==> config.mk <==
export PLATFORM = sky130hd
export DESIGN_NAME = countdown_timer
export DESIGN_NICKNAME = d
export VERILOG_FILES = /design/src/rtl/countdown_timer.sv
export SDC_FILE = /design/constraint.sdc
export NUM_CORES = 1
export LEC_CHECK = 0
export CAP_MARGIN = 20
export CORE_AREA = 2 2 39 41
export DETAILED_ROUTE_END_ITERATION = 8
export DIE_AREA = 0 0 41 43
export PLACE_DENSITY = 0.7
export SYNTH_ARGS = -nofsm -noshare
export SYNTH_HDL_FRONTEND = slang
export SYNTH_SLANG_ARGS = --single-unit
==> constraint.sdc <==
create_clock -name clk -period 1.71 [get_ports clk]
set_input_delay 0.4275 -clock clk [delete_from_list [all_inputs] [get_ports clk]]
set_output_delay 0.4275 -clock clk [all_outputs]
set_load 0.01 [all_outputs]
==> src/rtl/countdown_timer.sv <==
// Loadable down-counter with IDLE/RUN/DONE control; tc pulses for one cycle at zero.
// Define COUNTDOWN_TIMER_AUTO_RELOAD_EN to restart from the last loaded value after each tc.
module countdown_timer #(
    parameter int WIDTH = 4
) (
    input  logic             clk,
    input  logic             rst,
    input  logic             load,
    input  logic [WIDTH-1:0] load_val,
    input  logic             en,
    output logic [WIDTH-1:0] a,
    output logic             busy,
    output logic             tc
);

    localparam logic [1:0] ST_IDLE = 2'd0;
    localparam logic [1:0] ST_RUN  = 2'd1;
    localparam logic [1:0] ST_DONE = 2'd2;

    localparam logic [WIDTH-1:0] ONE = {{(WIDTH-1){1'b0}}, 1'b1};

    logic [1:0]       r_state;
    logic [WIDTH-1:0] r_count;
    logic [WIDTH-1:0] r_reload;
    logic             w_val_zero;

    assign w_val_zero = (load_val == '0);

    always_ff @(posedge clk) begin
        if (rst) begin
            r_state  <= ST_IDLE;
            r_count  <= '0;
            r_reload <= '0;
        end else if (load) begin
            // Load wins over en in every state, including the tc cycle.
            r_reload <= load_val;
            r_count  <= load_val;
            r_state  <= w_val_zero ? ST_DONE : ST_RUN;
        end else begin
            case (r_state)
                ST_IDLE: begin
                    r_state <= ST_IDLE;
                end
                ST_RUN: begin
                    if (en) begin
                        // Saturate at zero so the count can never wrap to all-ones.
                        if (r_count <= ONE) begin
                            r_count <= '0;
                            r_state <= ST_DONE;
                        end else begin
                            r_count <= r_count - ONE;
                        end
                    end
                end
                ST_DONE: begin
`ifdef COUNTDOWN_TIMER_AUTO_RELOAD_EN
                    r_count <= r_reload;
                    r_state <= (r_reload == '0) ? ST_DONE : ST_RUN;
`else
                    r_count <= '0;
                    r_state <= ST_IDLE;
`endif
                end
                default: begin
                    // Illegal encoding: park in IDLE holding the last accepted start value.
                    r_count <= r_reload;
                    r_state <= ST_IDLE;
                end
            endcase
        end
    end

    assign a    = r_count;
    assign busy = (r_state == ST_RUN);
    assign tc   = (r_state == ST_DONE);

endmodule

* Word level (Yosys, flattened, before mapping)
Index checks and enable logic that the tools add are counted.
Widths: inputs -> output; s select.
** Storage, ports and cells
- Flip-flop bits (word level) :: 10
- Input bits :: 8
- Output and inout bits :: 6
- Word-level logic and storage cells :: 23
** Cells by class
- $add $sub $neg :: 1
- $lt $le $gt $ge :: 1
- Eq/ne operators :: 5
- Mux-type cells :: 9
- Reductions and logical operators :: 4
** Operators by type and width (count)
- $mux 4 :: 3
- $pmux 4 s3 :: 1
- $mux 2 :: 5
- $le 4x1->1 const B :: 1
- $logic_not 4->1 :: 1
- $reduce_and 2->1 :: 2
- $sub 4x1->4 const B :: 1
- $ne 3x2->1 const B :: 1
- $ne 3x3->1 const B :: 1
- $eq 2x1->1 const B :: 1
- $eq 2x2->1 const B :: 1
- $logic_not 2->1 :: 1
- $ne 2x2->1 const B :: 1

* Depth between registers and ports, before layout
Gate-level depths: netlist (run 1).
- Word-level depth :: 5
- Gate-level depth with buffers :: 6
- Gate-level depth less buffers :: 6

* Worst setup path after synthesis (run 1)
Ideal clock, no wire load.
- Path type :: reg-to-reg
- Start point :: register r_count[0] (netlist: a[0])
- End point :: register r_count[3] (netlist: a[3])
- Library setup time :: 0.133 ns
- Data arrival time :: 1.466 ns
- Data required time :: 1.577 ns
- Slack :: 0.111 ns
- Cell stages (with the launch flop) :: 7
- Path buffers :: 0
- Clock period less this slack :: 1.599 ns
- Cell sequence :: dfxtp_1 > inv_1 > ha_1 > nor2_1 > o311ai_0 > o2111a_1 > nor3_1
** Between the ends
- Word-level cells in the longest chain between the ends :: 5
- Elaborated cells between the ends (all ways) :: 6
- Those cells by class :: add/sub: 1; order compare: 1; mux: 4
** RTL lines
- start, declared :: line 23 : logic [WIDTH-1:0] r_count;
- start signal, assigned :: line 37 : r_count <= load_val;
- start signal, assigned :: line 51 : r_count <= r_count - ONE;
- start signal, assigned :: line 66 : r_count <= r_reload;
- $sub 4x1->4 or $le 4x1->1 (tied branches) :: line 51, 47
- $mux 4 * :: line 47 : if (r_count <= ONE) begin
- $mux 4 * :: line 45 : if (en) begin
- $pmux 4 s3 * :: line 40 : case (r_state)
- $mux 4 * :: line 34 : end else if (load) begin
Mark *: on every way between the ends. The rest lies on a longest branch, timed or not. The select of a mux whose other input is x is not followed.
A chain may end at the register's enable or synchronous reset.

* Worst setup path in the final report (run 1)
- Start point :: register r_count[1] (netlist: a[1])
- End point :: output a[1]
** RTL lines
- end, declared :: line 11 : output logic [WIDTH-1:0] a,
No word-level cell between the ends.

==> results of run 1 <==
[layout by cell type, fill, tap and decap left out]
cell,netlist,routed
a21oi_1,2,2
clkdlybuf4s50_1,0,10
nand2_1,6,6
inv_1,5,5
xnor2_1,2,2
nor4_1,1,1
dlygate4sd2_1,0,2
o21ai_1,1,1
dlymetal6s2s_1,0,1
o2111a_1,2,2
a22oi_1,2,2
dfxtp_2,0,3
a31oi_1,1,1
o211a_1,2,2
nor2b_1,2,2
or4b_4,0,1
clkbuf_4,0,3
a211oi_2,1,1
nor2_1,10,10
mux2i_1,2,2
buf_4,0,7
dfxtp_1,10,7
a21bo_1,1,1
o311ai_2,0,1
nor3_1,5,5
ha_1,5,5
[kinds of logic after synthesis]
kind of cell	after synthesis	synth area share [%]
AO/OA/AOI/OAI	13	19.7
XOR/XNOR	2	3.14
adder cells (fa/ha/maj)	5	11.2
buffers and inverters	7	6.05
flip-flops	10	35.9
multiplexers	2	3.59
AND/OR/NAND/NOR	25	20.4
[through the flow]
stage / util, % / worst slack [ns] / cells
finish: 56.6 / 0.0491 / 101
CTS: 55.4 / 0.0172 / 101
global route: 56.6 / 0.00550 / 101
floorplan: - / 0.111 / 64
detailed placement: 53.9 / -0.199 / 98
global placement: 53.9 / -0.149 / 98
[sequential cells by signal, summed over array words and instances (netlist names)]
name      cells
a             4
r_reload      4
r_state       2
[critical path, cell delays in order (launching register included)]
cell and delay [ns]:
dfxtp_1 0.33, buf_4 0.12, clkdlybuf4s50_1 0.52
[per-layer routing]
metal / vias up / wire (um) / track usage (%)
met4: 0 / 28 / 10.0
li1: 268 / - / -
met3: 5 / 59 / 4.71
met2: 15 / 548 / 25.0
met1: 240 / 525 / 21.6
met5: - / 0 / 0
[synthesized netlist by cell type]
cell,n
a211oi_2,1
a21bo_1,1
a21oi_1,2
a22oi_1,2
a31oi_1,1
buf_6,1
clkbuf_1,1
dfxtp_1,10
ha_1,5
inv_1,5
mux2i_1,2
nand2_1,6
nor2_1,10
nor2b_1,2
nor3_1,5
nor4_1,1
o2111a_1,2
o211a_1,2
o21ai_1,1
o311ai_0,1
or4b_1,1
xnor2_1,2
[power groups by stage]
stage	logic, mW	registers (mW)	clock network (mW)
floorplan	0.0816	0.271	0
global placement	0.155	0.268	0
detailed placement	0.157	0.268	0
CTS	0.157	0.264	0.163
global route	0.176	0.268	0.176
finish	0.159	0.265	0.157
[worst max-delay path by stage]
| stage | from | slack, ns | endpoint |
|---|---|---|---|
| after floorplan | a[0] | 0.11 | a[3] |
| after global placement | load | -0.15 | a[1] |
| after detailed placement | en | -0.20 | r_state[1] |
| after CTS | a[0] | 0.02 | a[0] |
| after global routing | a[1] | 0.006 | a[1] |
| final | a[1] | 0.05 | a[1] |
[final cells by class]
class	count	share of cell area, %
Tap cell	16	2.56
Clock buffer	3	2.88
Multi-Input combinational cell	47	42.8
Inverter	5	2.40
Timing Repair Buffer	20	23.3
Sequential cell	10	26.0
[timing repair]
item                                    in CTS  in global routing
hold buffers                                 0                  0
cloned                                       0                  0
gates resized for setup                      4                  5
endpoints found under the setup margin       4                  7
==> impl_metrics.json, run 1 <==
{
  "run_status": "finished clean",
  "synthesis.area_um2": 558,
  "worst_slew_margin_rel_pct": 74.5,
  "synth_largest_area_cell": "dfxtp_1",
  "remaining_drc_errors": 0,
  "grt_remaining_overflow": 0,
  "cp.arrival_ns": 1.23,
  "worst_ep_required_time_ns": 1.28,
  "finish.instance_area_um2": 783,
  "timing.setup.tns_ns": 0,
  "dieHeight_um": 43,
  "diodes": 0,
  "via_count": 528,
  "timing.rr.start": "a[0]",
  "min-delay-path-class": "reg2reg",
  "cts_inserted_buffers": 3,
  "count_of_port_buffers_added_during_placement": 13,
  "cts_root_buf": "clkbuf_4",
  "clock_tree_from_tritoncts": "built",
  "crit_path_max_fanout": 3,
  "maximum_buffer_depth_of_the_clock_tree": 2,
  "area_growth_pct": 40.4,
  "detailed_place.area_um2": 746,
  "syn_inst": 64,
  "final_min_period_over_clock_period_pct": 97.1,
  "postCtsSetupRepairBufs": 0,
  "fraction_of_layout_instances_using_a_drive_strength_above_1_pct": 18.8,
  "max_cap_violations": 0,
  "hold_viol": 0,
  "initial_utilization_pct": 40.3,
  "grt_use_total_pct": 17.2,
  "register_area_um2": 204,
  "power.share.switching_pct": 27.6,
  "yosys.cell_types.count": 22,
  "hold-worst-slack_ns": 0.466,
  "final_slew_violations": 0,
  "dr_wl_cell_um": 11.5,
  "cts.htree.levels": 1,
  "row_count": 14,
  "gp_congestion": 0.765,
  "power_leakage_nw": 0.346,
  "layout.nets": 100,
  "worstRegToRegCells": 6,
  "layout.filler_cells": 131,
  "end_kind": "output port",
  "min_path_cells": 2,
  "grt_start_max_net_pins": 11,
  "multiInputGateArea_um2": 335,
  "power.clock.fraction_pct": 27.0,
  "grt_pass1_vias": 517,
  "count_of_antenna_violating_nets_left_after_detailed_routing": 0,
  "synth_top_area_share_pct": 35.9,
  "timing.critical_path.from_type": "register",
  "core_region_area_mm2": 0.00138,
  "grt_setup_unrepaired": "false",
  "clk_transition_reported_paths_ns": 0.06,
  "ir_drop_mv": 0.395,
  "synthesis_warning_total": 0,
  "power_frac_seq_pct": 45.6,
  "synth_nets": 77,
  "p_total_uw": 582,
  "timing.reg2reg.setup_slack_ns": 0.10,
  "timing.hold.worst.start": "r_reload[3]",
  "synth-seq-area-share_pct": 35.9,
  "synth.top_cells.by_area": "dfxtp_1 (36%), ha_1 (11%), nor2_1 (6.7%)",
  "antenna_found_initial": 0,
  "wire_length_of_the_first_global_routing_pass_mm": 2.01,
  "drt_first_pass_iters": 5,
  "clock_sinks": 10,
  "combinational_cell_fraction_of_total_power_pct": 27.4,
  "avgViaCountPerCell": 5.23,
  "fmaxAchievable_mhz": 602,
  "area_of_the_die_mm2": 0.00176,
  "detailedPlacementHpwl_um": 924,
  "wl_mm": 1.16,
  "worst_hold_path.endpoint": "r_reload[3]",
  "layout_min_cycle_time_ns": 1.66,
  "internal_power_uw": 421,
  "power.density_mw_per_mm2": 743,
  "synth_seq_cells": 10,
  "timing.final.setup_violations": 0,
  "critical_path_class": "reg2out",
  "insertion_delay_ns": 0.26,
  "finalClockSkew_ns": 0.00504,
  "initialDrtViolationCount": 6,
  "power_switching_uw": 160,
  "r2r-end": "r_state[1]",
  "i_o_pin_total": 14,
  "mean_instance_size_in_the_synthesized_netlist_um2": 8.72,
  "worst_pin_slew_ns": 0.382,
  "floorplan.die.width_um": 41
}
Power figures use the tool's default switching activity.
==> run 2: changes to the inputs <==
- ABC_AREA: not set -> 1
- CORE_AREA: 2 2 39 41 -> not set
- CORE_MARGIN: not set -> 2
- CORE_UTILIZATION: not set -> 45
- DIE_AREA: 0 0 41 43 -> not set
- PLACE_DENSITY: 0.7 -> 0.73
==> impl_metrics.json, run 2 <==
{
  "run_status": "finished clean",
  "finish.instance_area_um2": 790,
  "synth-xor-area-share_pct": 0,
  "worst_slew_margin_rel_pct": 81.8,
  "final_slew_violations": 0,
  "grt.busiest_layer": "met2",
  "layout_common_cells": "nand2_1 (20), inv_1 (15), clkdlybuf4s50_1 (11), nor2_1 (10)",
  "post-synth-top-count-cell": "nand2_1",
  "timing.reg2reg.setup_slack_ns": 0.34,
  "synth.top_cells.by_area": "dfxtp_1 (34%), nand2_1 (13%), ha_1 (11%)",
  "hold_viol": 0,
  "crit_path_top_delay_cell": "clkdlybuf4s50_1",
  "adder_cell_share_of_the_synthesized_area_pct": 10.6,
  "end_kind": "output port",
  "dieHeight_um": 40.2,
  "dr_wl_cell_um": 10.3,
  "crit_path_max_incr_delay_ns": 0.57,
  "floorplan.die.width_um": 40.2,
  "synth.mux.area_fraction_pct": 0,
  "cts_inserted_buffers": 3,
  "asyncSetResetFlopFracSynth_pct": 0,
  "critical_path_class": "reg2out",
  "synth_top_family_by_area": "simple AND/OR/NAND/NOR gates",
  "area_growth_pct": 34.3,
  "i_o_pin_total": 14,
  "drt_first_pass_iters": 5,
  "initialDrtViolationCount": 15,
  "finalClockSkew_ns": 0.00414,
  "power.density_mw_per_mm2": 794,
  "ir_drop_mv": 0.482,
  "clk_transition_reported_paths_ns": 0.06,
  "postCtsSetupRepairBufs": 0,
  "worst_ep_required_time_ns": 1.28,
  "mean_instance_size_in_the_synthesized_netlist_um2": 6.53,
  "crit_path_max_fanout": 5,
  "synth_simple_gate_area_share_pct": 31.5,
  "final_min_period_over_clock_period_pct": 97.8,
  "timing.critical_path.from_type": "register",
  "worstRegToRegCells": 9,
  "worst_hold_path.endpoint": "r_reload[3]",
  "timing.rr.start": "a[0]",
  "syn_inst": 90,
  "grt_util_met3_pct": 6.67,
  "initial_utilization_pct": 47.0,
  "grt_setup_unrepaired": "false",
  "insertion_delay_ns": 0.26,
  "post_cts_hold_buffer_count": 0,
  "remaining_drc_errors": 0,
  "count_of_port_buffers_added_during_placement": 13,
  "synth-seq-area-share_pct": 34.0,
  "fraction_of_layout_instances_using_a_drive_strength_above_1_pct": 10.1,
  "critPathBufInv": 1,
  "max_cap_violations": 0,
  "grt_use_met1_pct": 23.1,
  "dominantRegCellSynth": "dfxtp_1",
  "row_count": 13,
  "layout.filler_cells": 125,
  "maximum_buffer_depth_of_the_clock_tree": 2,
  "cp.arrival_ns": 1.25,
  "cp_cell_sequence": "clkdlybuf4s50_1",
  "diodes": 0,
  "wire_length_of_the_first_global_routing_pass_mm": 1.97,
  "timing.hold.worst.start": "r_reload[3]",
  "synth_top_area_share_pct": 34.0,
  "core_region_area_mm2": 0.00125,
  "yosys.cell_types.count": 13,
  "grt_pass1_vias": 489,
  "timing.final.setup_violations": 0,
  "wl_mm": 1.28,
  "detailedPlacementHpwl_um": 989,
  "synth_largest_area_cell": "dfxtp_1",
  "timing.setup.tns_ns": 0,
  "clock_tree_from_tritoncts": "built",
  "clock_sinks": 10,
  "gp_congestion": 0.863,
  "layout.nets": 123,
  "detailed_place.area_um2": 752,
  "r2r-end": "a[3]",
  "worst_pin_slew_ns": 0.272,
  "synth_commonest_cells": "nand2_1 (20), inv_1 (15), dfxtp_1 (10), nor2_1 (10), a21oi_1 (9)",
  "cts_root_buf": "clkbuf_4",
  "grt_start_max_net_pins": 9,
  "avgViaCountPerCell": 5.01,
  "synth_seq_cells": 10,
  "synth_nets": 103,
  "p_total_uw": 627,
  "power_leakage_nw": 0.373,
  "fmaxAchievable_mhz": 598,
  "grt_use_met2_pct": 31.0,
  "antenna_found_initial": 0,
  "min-delay-path-class": "reg2reg",
  "synthesis_warning_total": 0,
  "hold-worst-slack_ns": 0.458,
  "critPathTopFamily": "buffers and inverters",
  "grt_remaining_overflow": 0,
  "cts.htree.levels": 1,
  "synth-edff-count": 0,
  "area_of_the_die_mm2": 0.00161,
  "layout_min_cycle_time_ns": 1.67,
  "count_of_antenna_violating_nets_left_after_detailed_routing": 0,
  "instances_no_fill": 124,
  "via_count": 621,
  "dpl.cell_count": 120,
  "final_common_cell": "nand2_1",
  "min_path_cells": 2,
  "post_synthesis_compound_gate_area_fraction_pct": 13.6,
  "ctsResizeCount": 4,
  "grt_use_total_pct": 19.6,
  "synthesis.area_um2": 588
}
run 2: cell types whose count changed after synthesis, moves of 3 or more:
cell,before,now
nor3_1,5,0
nand2_1,6,20
nand3_1,0,7
a21oi_1,2,9
nand4_1,0,3
inv_1,5,15
o21ai_0,0,7
run 2: layer usage:
metal,routed length [um],share of wire (%),vias up
li1,-,-,323
met1,586,46,269
met2,590,46,24
met3,73,5.7,5
met4,24,1.9,0
met5,0,0,-
run 2: logic make-up (layout without fill, tap and decap cells):
logic type / after synthesis / in the layout
compound gates: 16 / 16
fa+ha+maj: 5 / 5
buf+inv: 16 / 35
flops: 10 / 10
simple gates: 43 / 43
run 2: cell type report:
| type | count | area, um2 | share of cell area [%] |
|---|---|---|---|
| sequential | 10 | 201 | 25.5 |
| timing repair buffer | 15 | 143 | 18.1 |
| multi-input combinational | 64 | 330 | 41.8 |
| tap | 15 | 18.8 | 2.38 |
| clock buffer | 4 | 36.3 | 4.60 |
| inverter | 16 | 60.1 | 7.61 |
run 2: stage by stage:
| stage | utilization [%] | setup WS, ns |
|---|---|---|
| final | 63.0 | 0.0368 |
| after global routing | 63.0 | 0.0130 |
| after CTS | 63.0 | 0.0509 |
| after detailed placement | 60.0 | 0.0920 |
| after global placement | 60.0 | 0.128 |
| after floorplan | - | 0.477 |
run 2: how the worst max path moves through the flow:
stage	from	endpoint	slack, ns	cells past startpoint
6_report	a[3]	a[3]	0.04	1
5_1_grt	a[3]	a[3]	0.01	1
4_1_cts	a[3]	a[3]	0.05	1
3_5_place_dp	load	a[2]	0.09	6
3_3_place_gp	load	a[2]	0.13	6
2_1_floorplan	a[0]	a[3]	0.48	9
run 2: worst min-delay path: cells and delay by family (launching register included):
family | cells | cell delay, ns
AND/OR/NAND/NOR | 1 | 0.06
AO/OA/AOI/OAI | 1 | 0.05
flip-flops | 1 | 0.30
run 2: power by group:
group          switching (mW)  internal [mW]
combinational          0.0858         0.0711
clock                  0.0785          0.129
sequential             0.0126          0.250
